## src/rtl/verin_pkg.sv

```systemverilog
// Shared constants for the verin RAM stream writer and the RAM it feeds.
// FSM encodings are plain constants so older tools can reuse them.
package verin_pkg;

    localparam int ADDR_W_DEF = 13;
    localparam int DEPTH_DEF  = 5120;
    localparam int CNT_W_DEF  = 14;
    localparam int BYTE_LANES = 4;
    localparam int LANE_W     = $clog2(BYTE_LANES);
    localparam int WORD_W     = 8 * BYTE_LANES;

    localparam logic [1:0] IDLE  = 2'd0;
    localparam logic [1:0] FILL  = 2'd1;
    localparam logic [1:0] WRITE = 2'd2;
    localparam logic [1:0] DONE  = 2'd3;

endpackage

```

## src/rtl/verin_ram_stream_writer_if.sv

```systemverilog
// Byte stream in, RAM s1 write port out, bundled for the writer.
// master is the writer's view; slave is the feeder/RAM side.
interface verin_ram_stream_writer_if
    import verin_pkg::*;
#(
    parameter int ADDR_W = ADDR_W_DEF
) ();

    logic [7:0]        st_data;
    logic              st_valid;
    logic              st_eop;
    logic              st_ready;
    logic [ADDR_W-1:0] ram_address;
    logic [3:0]        ram_byteenable;
    logic              ram_chipselect;
    logic              ram_write;
    logic [31:0]       ram_writedata;

    modport master (
        input  st_data, st_valid, st_eop,
        output st_ready,
        output ram_address, ram_byteenable,
        output ram_chipselect, ram_write, ram_writedata
    );

    modport slave (
        output st_data, st_valid, st_eop,
        input  st_ready,
        input  ram_address, ram_byteenable,
        input  ram_chipselect, ram_write, ram_writedata
    );

endinterface

```

## src/rtl/verin_byte_packer.sv

```systemverilog
// Packs accepted bytes little-endian into a word with per-lane enables.
// o_last flags the byte that completes a word or ends the packet.
module verin_byte_packer
    import verin_pkg::*;
(
    input  logic                  clk,
    input  logic                  rst_n,
    input  logic                  i_accept,
    input  logic [7:0]            i_data,
    input  logic                  i_eop,
    input  logic                  i_clear,
    output logic [WORD_W-1:0]     o_word,
    output logic [BYTE_LANES-1:0] o_be,
    output logic                  o_last,
    output logic                  o_eop
);

    logic [LANE_W-1:0]     r_lane;
    logic [WORD_W-1:0]     r_word;
    logic [BYTE_LANES-1:0] r_be;
    logic                  r_eop;
    logic                  w_top_lane;

    assign w_top_lane = (r_lane == LANE_W'(BYTE_LANES - 1));
    assign o_last     = i_accept & (w_top_lane | i_eop);
    assign o_word     = r_word;
    assign o_be       = r_be;
    assign o_eop      = r_eop;

    always_ff @(posedge clk or negedge rst_n) begin
        if (!rst_n) begin
            r_lane <= '0;
            r_word <= '0;
            r_be   <= '0;
            r_eop  <= 1'b0;
        end else if (i_clear) begin
            r_word <= '0;
            r_be   <= '0;
            r_eop  <= 1'b0;
        end else if (i_accept) begin
            r_word[{r_lane, 3'b000} +: 8] <= i_data;
            r_be[r_lane]                  <= 1'b1;
            r_eop                         <= i_eop;
            r_lane <= o_last ? '0 : r_lane + LANE_W'(1);
        end
    end

endmodule

```

## src/rtl/verin_ram_stream_writer.sv

```systemverilog
// Streams bytes into consecutive RAM words from a programmable start
// address, flushing a partial word with reduced enables on end-of-packet.
module verin_ram_stream_writer
    import verin_pkg::*;
#(
    parameter int ADDR_W = ADDR_W_DEF,
    parameter int DEPTH  = DEPTH_DEF,
    parameter int CNT_W  = CNT_W_DEF
) (
    input  logic                       clk,
    input  logic                       reset_n,
    input  logic                       start,
    input  logic [ADDR_W-1:0]          start_addr,
    verin_ram_stream_writer_if.master  bus,
    output logic                       busy,
    output logic                       done,
    output logic [CNT_W-1:0]           word_count,
    output logic                       wrapped
);

    logic [1:0]            r_state;
    logic [1:0]            w_next;
    logic [ADDR_W-1:0]     r_addr;
    logic [CNT_W-1:0]      r_cnt;
    logic                  r_wrapped;
    logic                  r_busy;
    logic                  r_done;
    logic                  r_wr;
    logic                  w_ready;
    logic                  w_accept;
    logic                  w_last;
    logic                  w_eop_word;
    logic [WORD_W-1:0]     w_word;
    logic [BYTE_LANES-1:0] w_be;

    assign w_ready  = (r_state == FILL);
    assign w_accept = bus.st_valid & w_ready;

    verin_byte_packer u_packer (
        .clk      (clk),
        .rst_n    (reset_n),
        .i_accept (w_accept),
        .i_data   (bus.st_data),
        .i_eop    (bus.st_eop),
        .i_clear  (r_state == WRITE),
        .o_word   (w_word),
        .o_be     (w_be),
        .o_last   (w_last),
        .o_eop    (w_eop_word)
    );

    always_comb begin
        w_next = r_state;
        case (r_state)
            IDLE:    if (start) w_next = FILL;
            FILL:    if (w_last) w_next = WRITE;
            WRITE:   w_next = w_eop_word ? DONE : FILL;
            default: w_next = IDLE;
        endcase
    end

    always_ff @(posedge clk or negedge reset_n) begin
        if (!reset_n) begin
            r_state   <= IDLE;
            r_addr    <= '0;
            r_cnt     <= '0;
            r_wrapped <= 1'b0;
            r_busy    <= 1'b0;
            r_done    <= 1'b0;
            r_wr      <= 1'b0;
        end else begin
            r_state <= w_next;
            r_wr    <= (w_next == WRITE);
            r_done  <= (w_next == DONE);
            if (r_state == IDLE && start) begin
                r_addr    <= (int'(start_addr) >= DEPTH) ? '0 : start_addr;
                r_cnt     <= '0;
                r_wrapped <= 1'b0;
                r_busy    <= 1'b1;
            end
            if (r_state == WRITE) begin
                if (r_cnt != '1) r_cnt <= r_cnt + CNT_W'(1);
                if (r_addr == ADDR_W'(DEPTH - 1)) begin
                    r_addr    <= '0;
                    r_wrapped <= 1'b1;
                end else begin
                    r_addr <= r_addr + ADDR_W'(1);
                end
            end
            if (w_next == DONE) r_busy <= 1'b0;
        end
    end

    // Strobes come from a flop; the bus payload is gated to zero around it.
    assign bus.st_ready       = w_ready;
    assign bus.ram_chipselect = r_wr;
    assign bus.ram_write      = r_wr;
    assign bus.ram_address    = r_wr ? r_addr : '0;
    assign bus.ram_writedata  = r_wr ? w_word : '0;
    assign bus.ram_byteenable = r_wr ? w_be : '0;

    assign busy       = r_busy;
    assign done       = r_done;
    assign word_count = r_cnt;
    assign wrapped    = r_wrapped;

endmodule

```

## src/flat_wrapper.sv

```systemverilog
// flat-port wrapper written by rule: the top's interface ports become plain ports
module verin_ram_stream_writer_flat import verin_pkg::*;
#(
    parameter int ADDR_W = ADDR_W_DEF,
    parameter int DEPTH  = DEPTH_DEF,
    parameter int CNT_W  = CNT_W_DEF
)
  (clk, reset_n, start, start_addr, busy, done, word_count, wrapped, bus_st_data, bus_st_valid, bus_st_eop, bus_st_ready, bus_ram_address, bus_ram_byteenable, bus_ram_chipselect, bus_ram_write, bus_ram_writedata);
  verin_ram_stream_writer_if #(.ADDR_W(ADDR_W)) bus_i ();
  input  logic clk;
  input  logic reset_n;
  input  logic start;
  input  logic [ADDR_W-1:0] start_addr;
  output logic busy;
  output logic done;
  output logic [CNT_W-1:0] word_count;
  output logic wrapped;
  input wire logic [$bits(bus_i.st_data)-1:0] bus_st_data;
  input wire logic [$bits(bus_i.st_valid)-1:0] bus_st_valid;
  input wire logic [$bits(bus_i.st_eop)-1:0] bus_st_eop;
  output wire logic [$bits(bus_i.st_ready)-1:0] bus_st_ready;
  output wire logic [$bits(bus_i.ram_address)-1:0] bus_ram_address;
  output wire logic [$bits(bus_i.ram_byteenable)-1:0] bus_ram_byteenable;
  output wire logic [$bits(bus_i.ram_chipselect)-1:0] bus_ram_chipselect;
  output wire logic [$bits(bus_i.ram_write)-1:0] bus_ram_write;
  output wire logic [$bits(bus_i.ram_writedata)-1:0] bus_ram_writedata;
  assign bus_i.st_data = bus_st_data;
  assign bus_i.st_valid = bus_st_valid;
  assign bus_i.st_eop = bus_st_eop;
  assign bus_st_ready = bus_i.st_ready;
  assign bus_ram_address = bus_i.ram_address;
  assign bus_ram_byteenable = bus_i.ram_byteenable;
  assign bus_ram_chipselect = bus_i.ram_chipselect;
  assign bus_ram_write = bus_i.ram_write;
  assign bus_ram_writedata = bus_i.ram_writedata;
  verin_ram_stream_writer #(.ADDR_W(ADDR_W), .DEPTH(DEPTH), .CNT_W(CNT_W)) u_core (.clk(clk), .reset_n(reset_n), .start(start), .start_addr(start_addr), .bus(bus_i), .busy(busy), .done(done), .word_count(word_count), .wrapped(wrapped));
endmodule
```

## config.mk

```make
export PLATFORM = sky130hd
export DESIGN_NAME = verin_ram_stream_writer_flat
export DESIGN_NICKNAME = d
export VERILOG_FILES = /design/src/rtl/verin_pkg.sv /design/src/rtl/verin_ram_stream_writer_if.sv /design/src/rtl/verin_byte_packer.sv /design/src/rtl/verin_ram_stream_writer.sv /design/src/flat_wrapper.sv
export SDC_FILE = /design/constraint.sdc
export NUM_CORES = 1
export LEC_CHECK = 0
export ABC_CLOCK_PERIOD_IN_PS = 2700
export CAP_MARGIN = 20
export CORE_MARGIN = 4
export CORE_UTILIZATION = 45
export CTS_BUF_LIST = sky130_fd_sc_hd__clkbuf_2
export DETAILED_ROUTE_END_ITERATION = 7
export PLACE_DENSITY = 0.76
export SLEW_MARGIN = 10
export SYNTH_ARGS = -nofsm -noshare
export SYNTH_HDL_FRONTEND = slang
export SYNTH_SLANG_ARGS = --single-unit
```

## constraint.sdc

```tcl
create_clock -name clk -period 2.7 [get_ports clk]
set_clock_uncertainty 0.1 [all_clocks]
set_input_delay 0.27 -clock clk [delete_from_list [all_inputs] [get_ports clk]]
set_output_delay 0.27 -clock clk [all_outputs]
set_load 0.02 [all_outputs]
```

==> load_flow_metrics.sql <==
INSERT INTO impl_metrics (metric_group, metric, value, unit) VALUES
('critical_path', 'max_stage_delay', '620', 'ps'),
('critical_path', 'critical_path.cell_chain', 'inv_1, nor2_1, clkdlybuf4s50_1', ''),
('clocking', 'tritoncts.num_buffers', '9', ''),
('finish', 'area_delta_synth_final', '32.62', '%'),
('sta', 'slew_worst_pin', '669.0', 'ps'),
('synth', 'synth-warning-count', '0', ''),
('detailed_routing', 'drt_pass1_iterations', '4', ''),
('floorplan', 'die_span_in_x', '98.94', 'um'),
('synth', 'most_common_flop_cell_mapped_by_yosys', 'sky130_fd_sc_hd__dfrtp_1', ''),
('synth', 'synth_enable_flop_cells', '0', ''),
('floorplan', 'boundaryPins', '95', ''),
('pwr', 'totalPowerFinal', '3.672', 'mW'),
('global_route', 'groute.usage.overall', '19.92', '%'),
('finish', 'area_taken_by_multi_input_logic_gates', '1804', 'sq um'),
('synth', 'synth.area.top_cells', 'sky130_fd_sc_hd__dfrtp_1 (48%), sky130_fd_sc_hd__and2_1 (8.6%), sky130_fd_sc_hd__a22o_1 (7.5%)', ''),
('critical_path', 'path_delay_family', 'buffers and inverters', ''),
('critical_path', 'critical_path_buf_inv_count', '2', ''),
('critical_path', 'worstPathArrival', '1950', 'ps'),
('finish', 'n_antenna_cell', '0', ''),
('sta', 'max_clock_freq', '0.4304', 'GHz'),
('detailed_routing', 'drcViolationCount', '0', ''),
('clocking', 'clock_tree.buffer_depth', '2', ''),
('synth', 'netlist.area_leader.share', '48.42', '%'),
('detailed_routing', 'num_vias', '3355', ''),
('clocking', 'cts.repair.resized', '0', ''),
('synth', 'syn-cell-area', '3721', 'sq um'),
('place', 'gp_routability_congestion', '0.8427', ''),
('detailed_routing', 'detail-route-antenna-nets', '0', ''),
('floorplan', 'std_cell_rows', '32', ''),
('finish', 'fin_nets', '510', ''),
('sta', 'slew_viol_final', '0', ''),
('synth', 'synth_nets', '414', ''),
('critical_path', 'setup.worst_path.class', 'flip-flop to primary output', ''),
('place', 'hpwl_dp', '7.126', 'mm'),
('sta', 'period_minus_slack', '2323', 'ps'),
('detailed_routing', 'post_drt_via_cell_ratio', '5.735', ''),
('synth', 'synth_cells', '382', ''),
('min_path', 'holdCritPathClass', 'primary input to async pin', ''),
('clocking', 'cts_tree', 'done', ''),
('floorplan', 'floorplan.die_area', '9788', 'sq um'),
('detailed_routing', 'postRouteWirelength', '9.724', 'mm'),
('synth', 'netlist-cell-type-count', '50', ''),
('sta', 'hold_viol', '0', ''),
('clocking', 'clock_latency', '500', 'ps'),
('place', 'io_buffer_count', '94', ''),
('finish', 'proportion_of_layout_cells_with_a_drive_suffix_above_1', '7.039', '%'),
('critical_path', 'cp-end-kind', 'primary output', ''),
('synth', 'ys_seq_area_share', '48.42', '%'),
('critical_path', 'critical_path_cell_count', '3', ''),
('clocking', 'cts_num_sinks', '72', ''),
('global_route', 'grt_pass1_vias', '3222', ''),
('run_status', 'status', 'completed', ''),
('pwr', 'leak_pwr', '2.048', 'nW'),
('critical_path', 'critPathSlowestCell', 'sky130_fd_sc_hd__clkdlybuf4s50_1', ''),
('detailed_routing', 'routedWlPerCell', '16.62', 'um'),
('detailed_routing', 'drt_iter0_drc', '223', ''),
('sta', 'finalSetupTns', '0', 'ps'),
('flow_run', 'cap_violations', '0', ''),
('synth', 'synth_area_leader_cell', 'sky130_fd_sc_hd__dfrtp_1', ''),
('pwr', 'ir_drop', '586.4', 'uV'),
('synth', 'synthArstFlopShare', '100.0', '%'),
('clocking', 'htree_num_levels', '3', ''),
('clocking', 'path_clk_slew', '200', 'ps'),
('sta', 'rsz_0062_raised_after_global_routing', 'no', ''),
('floorplan', 'core_area', '7888', 'sq um'),
('critical_path', 'critical_path_required', '2330', 'ps'),
('pwr', 'power.density', '744.1', 'nW/um^2'),
('global_route', 'overflow', '0', ''),
('finish', 'ff_latch_area', '1802', 'sq um'),
('global_route', 'antenna_found_initial', '0', ''),
('global_route', 'pin_count_of_the_biggest_net_entering_global_routing', '35', '');
what timing repair did:
item	CTS	global route
setup buffers	0	0
endpoints found under the setup margin	0	0
hold buffers	1	0
endpoints found under the hold margin	20	0
final cells by class:
class                   instances  area share [%]
well taps                     102           2.586
flip-flops and latches         72           36.51
repair buffers                106           20.84
inverters                       8          0.6085
multi-input cells             281           36.56
clock inverters                 6           1.876
clock buffers                  10           1.014
registers in the layout (all words and copies together) (netlist names):
name / cells
u_core.done: 1
u_core.bus.ram_chipselect: 1
u_core.u_packer.o_eop: 1
u_core.r_addr: 13
u_core.r_state: 2
u_core.u_packer.o_word: 32
u_core.word_count: 14
u_core.u_packer.r_lane: 2
u_core.wrapped: 1
u_core.u_packer.o_be: 4
u_core.busy: 1
logic make-up after synthesis:
| family | share of synthesized area (%) |
|---|---|
| flops | 48.42 |
| xor+xnor | 0.4708 |
| mux | 1.345 |
| compound gates | 18.53 |
| fa+ha+maj | 2.017 |
| buf+inv | 3.093 |
| simple gates | 26.13 |
worst paths after layout:
kind	from	endpoint	slack, ps
max	u_core.r_state[0]	bus_st_ready	380
min	reset_n	u_core.u_packer.o_word[4]	170
max reg2reg	u_core.r_state[1]	u_core.word_count[5]	520
min reg2reg	u_core.u_packer.o_word[19]	u_core.u_packer.o_word[19]	430
max in group asynchronous	reset_n	u_core.u_packer.o_word[21]	1590
min in group clk	start_addr[6]	u_core.r_addr[6]	220
cells in the final DEF, fill, tap and decap left out, types with 11 or more instances in the layout:
cell type	synthesis	final
sky130_fd_sc_hd__nand3_1	19	19
sky130_fd_sc_hd__nor3_1	11	11
sky130_fd_sc_hd__nand2_1	24	24
sky130_fd_sc_hd__and2_1	51	51
sky130_fd_sc_hd__o21ai_0	12	12
sky130_fd_sc_hd__nor2_1	24	24
sky130_fd_sc_hd__dfrtp_1	72	72
sky130_fd_sc_hd__a21oi_1	20	20
sky130_fd_sc_hd__a22o_1	32	32
sky130_fd_sc_hd__buf_4	1	11
sky130_fd_sc_hd__clkdlybuf4s50_1	0	93
routing by layer:
layer	track usage (%)	vias up	wire length, um
met5	0	-	0
met4	6.408	0	147
met3	3.539	13	590
met2	30.79	118	4406
met1	28.48	1615	4580
li1	-	1609	-
power by group:
| part | switching (mW) | internal (mW) |
|---|---|---|
| combinational | 0.733 | 0.575 |
| sequential | 0.310 | 1.34 |
| clock | 0.396 | 0.315 |
metrics by stage:
stage | utilization, % | hold slack, ps | instance area [sq um] | std cells | setup slack (ps)
after floorplan | - | -125.6 | 3721 | 382 | 659.4
after global placement | 60.63 | 167.1 | 4782 | 568 | 561.3
after detailed placement | 60.63 | 165.1 | 4782 | 568 | 526.6
after CTS | 62.56 | 144.3 | 4935 | 585 | 351.4
after global routing | 62.56 | 151.0 | 4935 | 585 | 241.9
final | 62.56 | 165.1 | 4935 | 585 | 376.6
No activity file was read; power rests on OpenSTA's default activity.
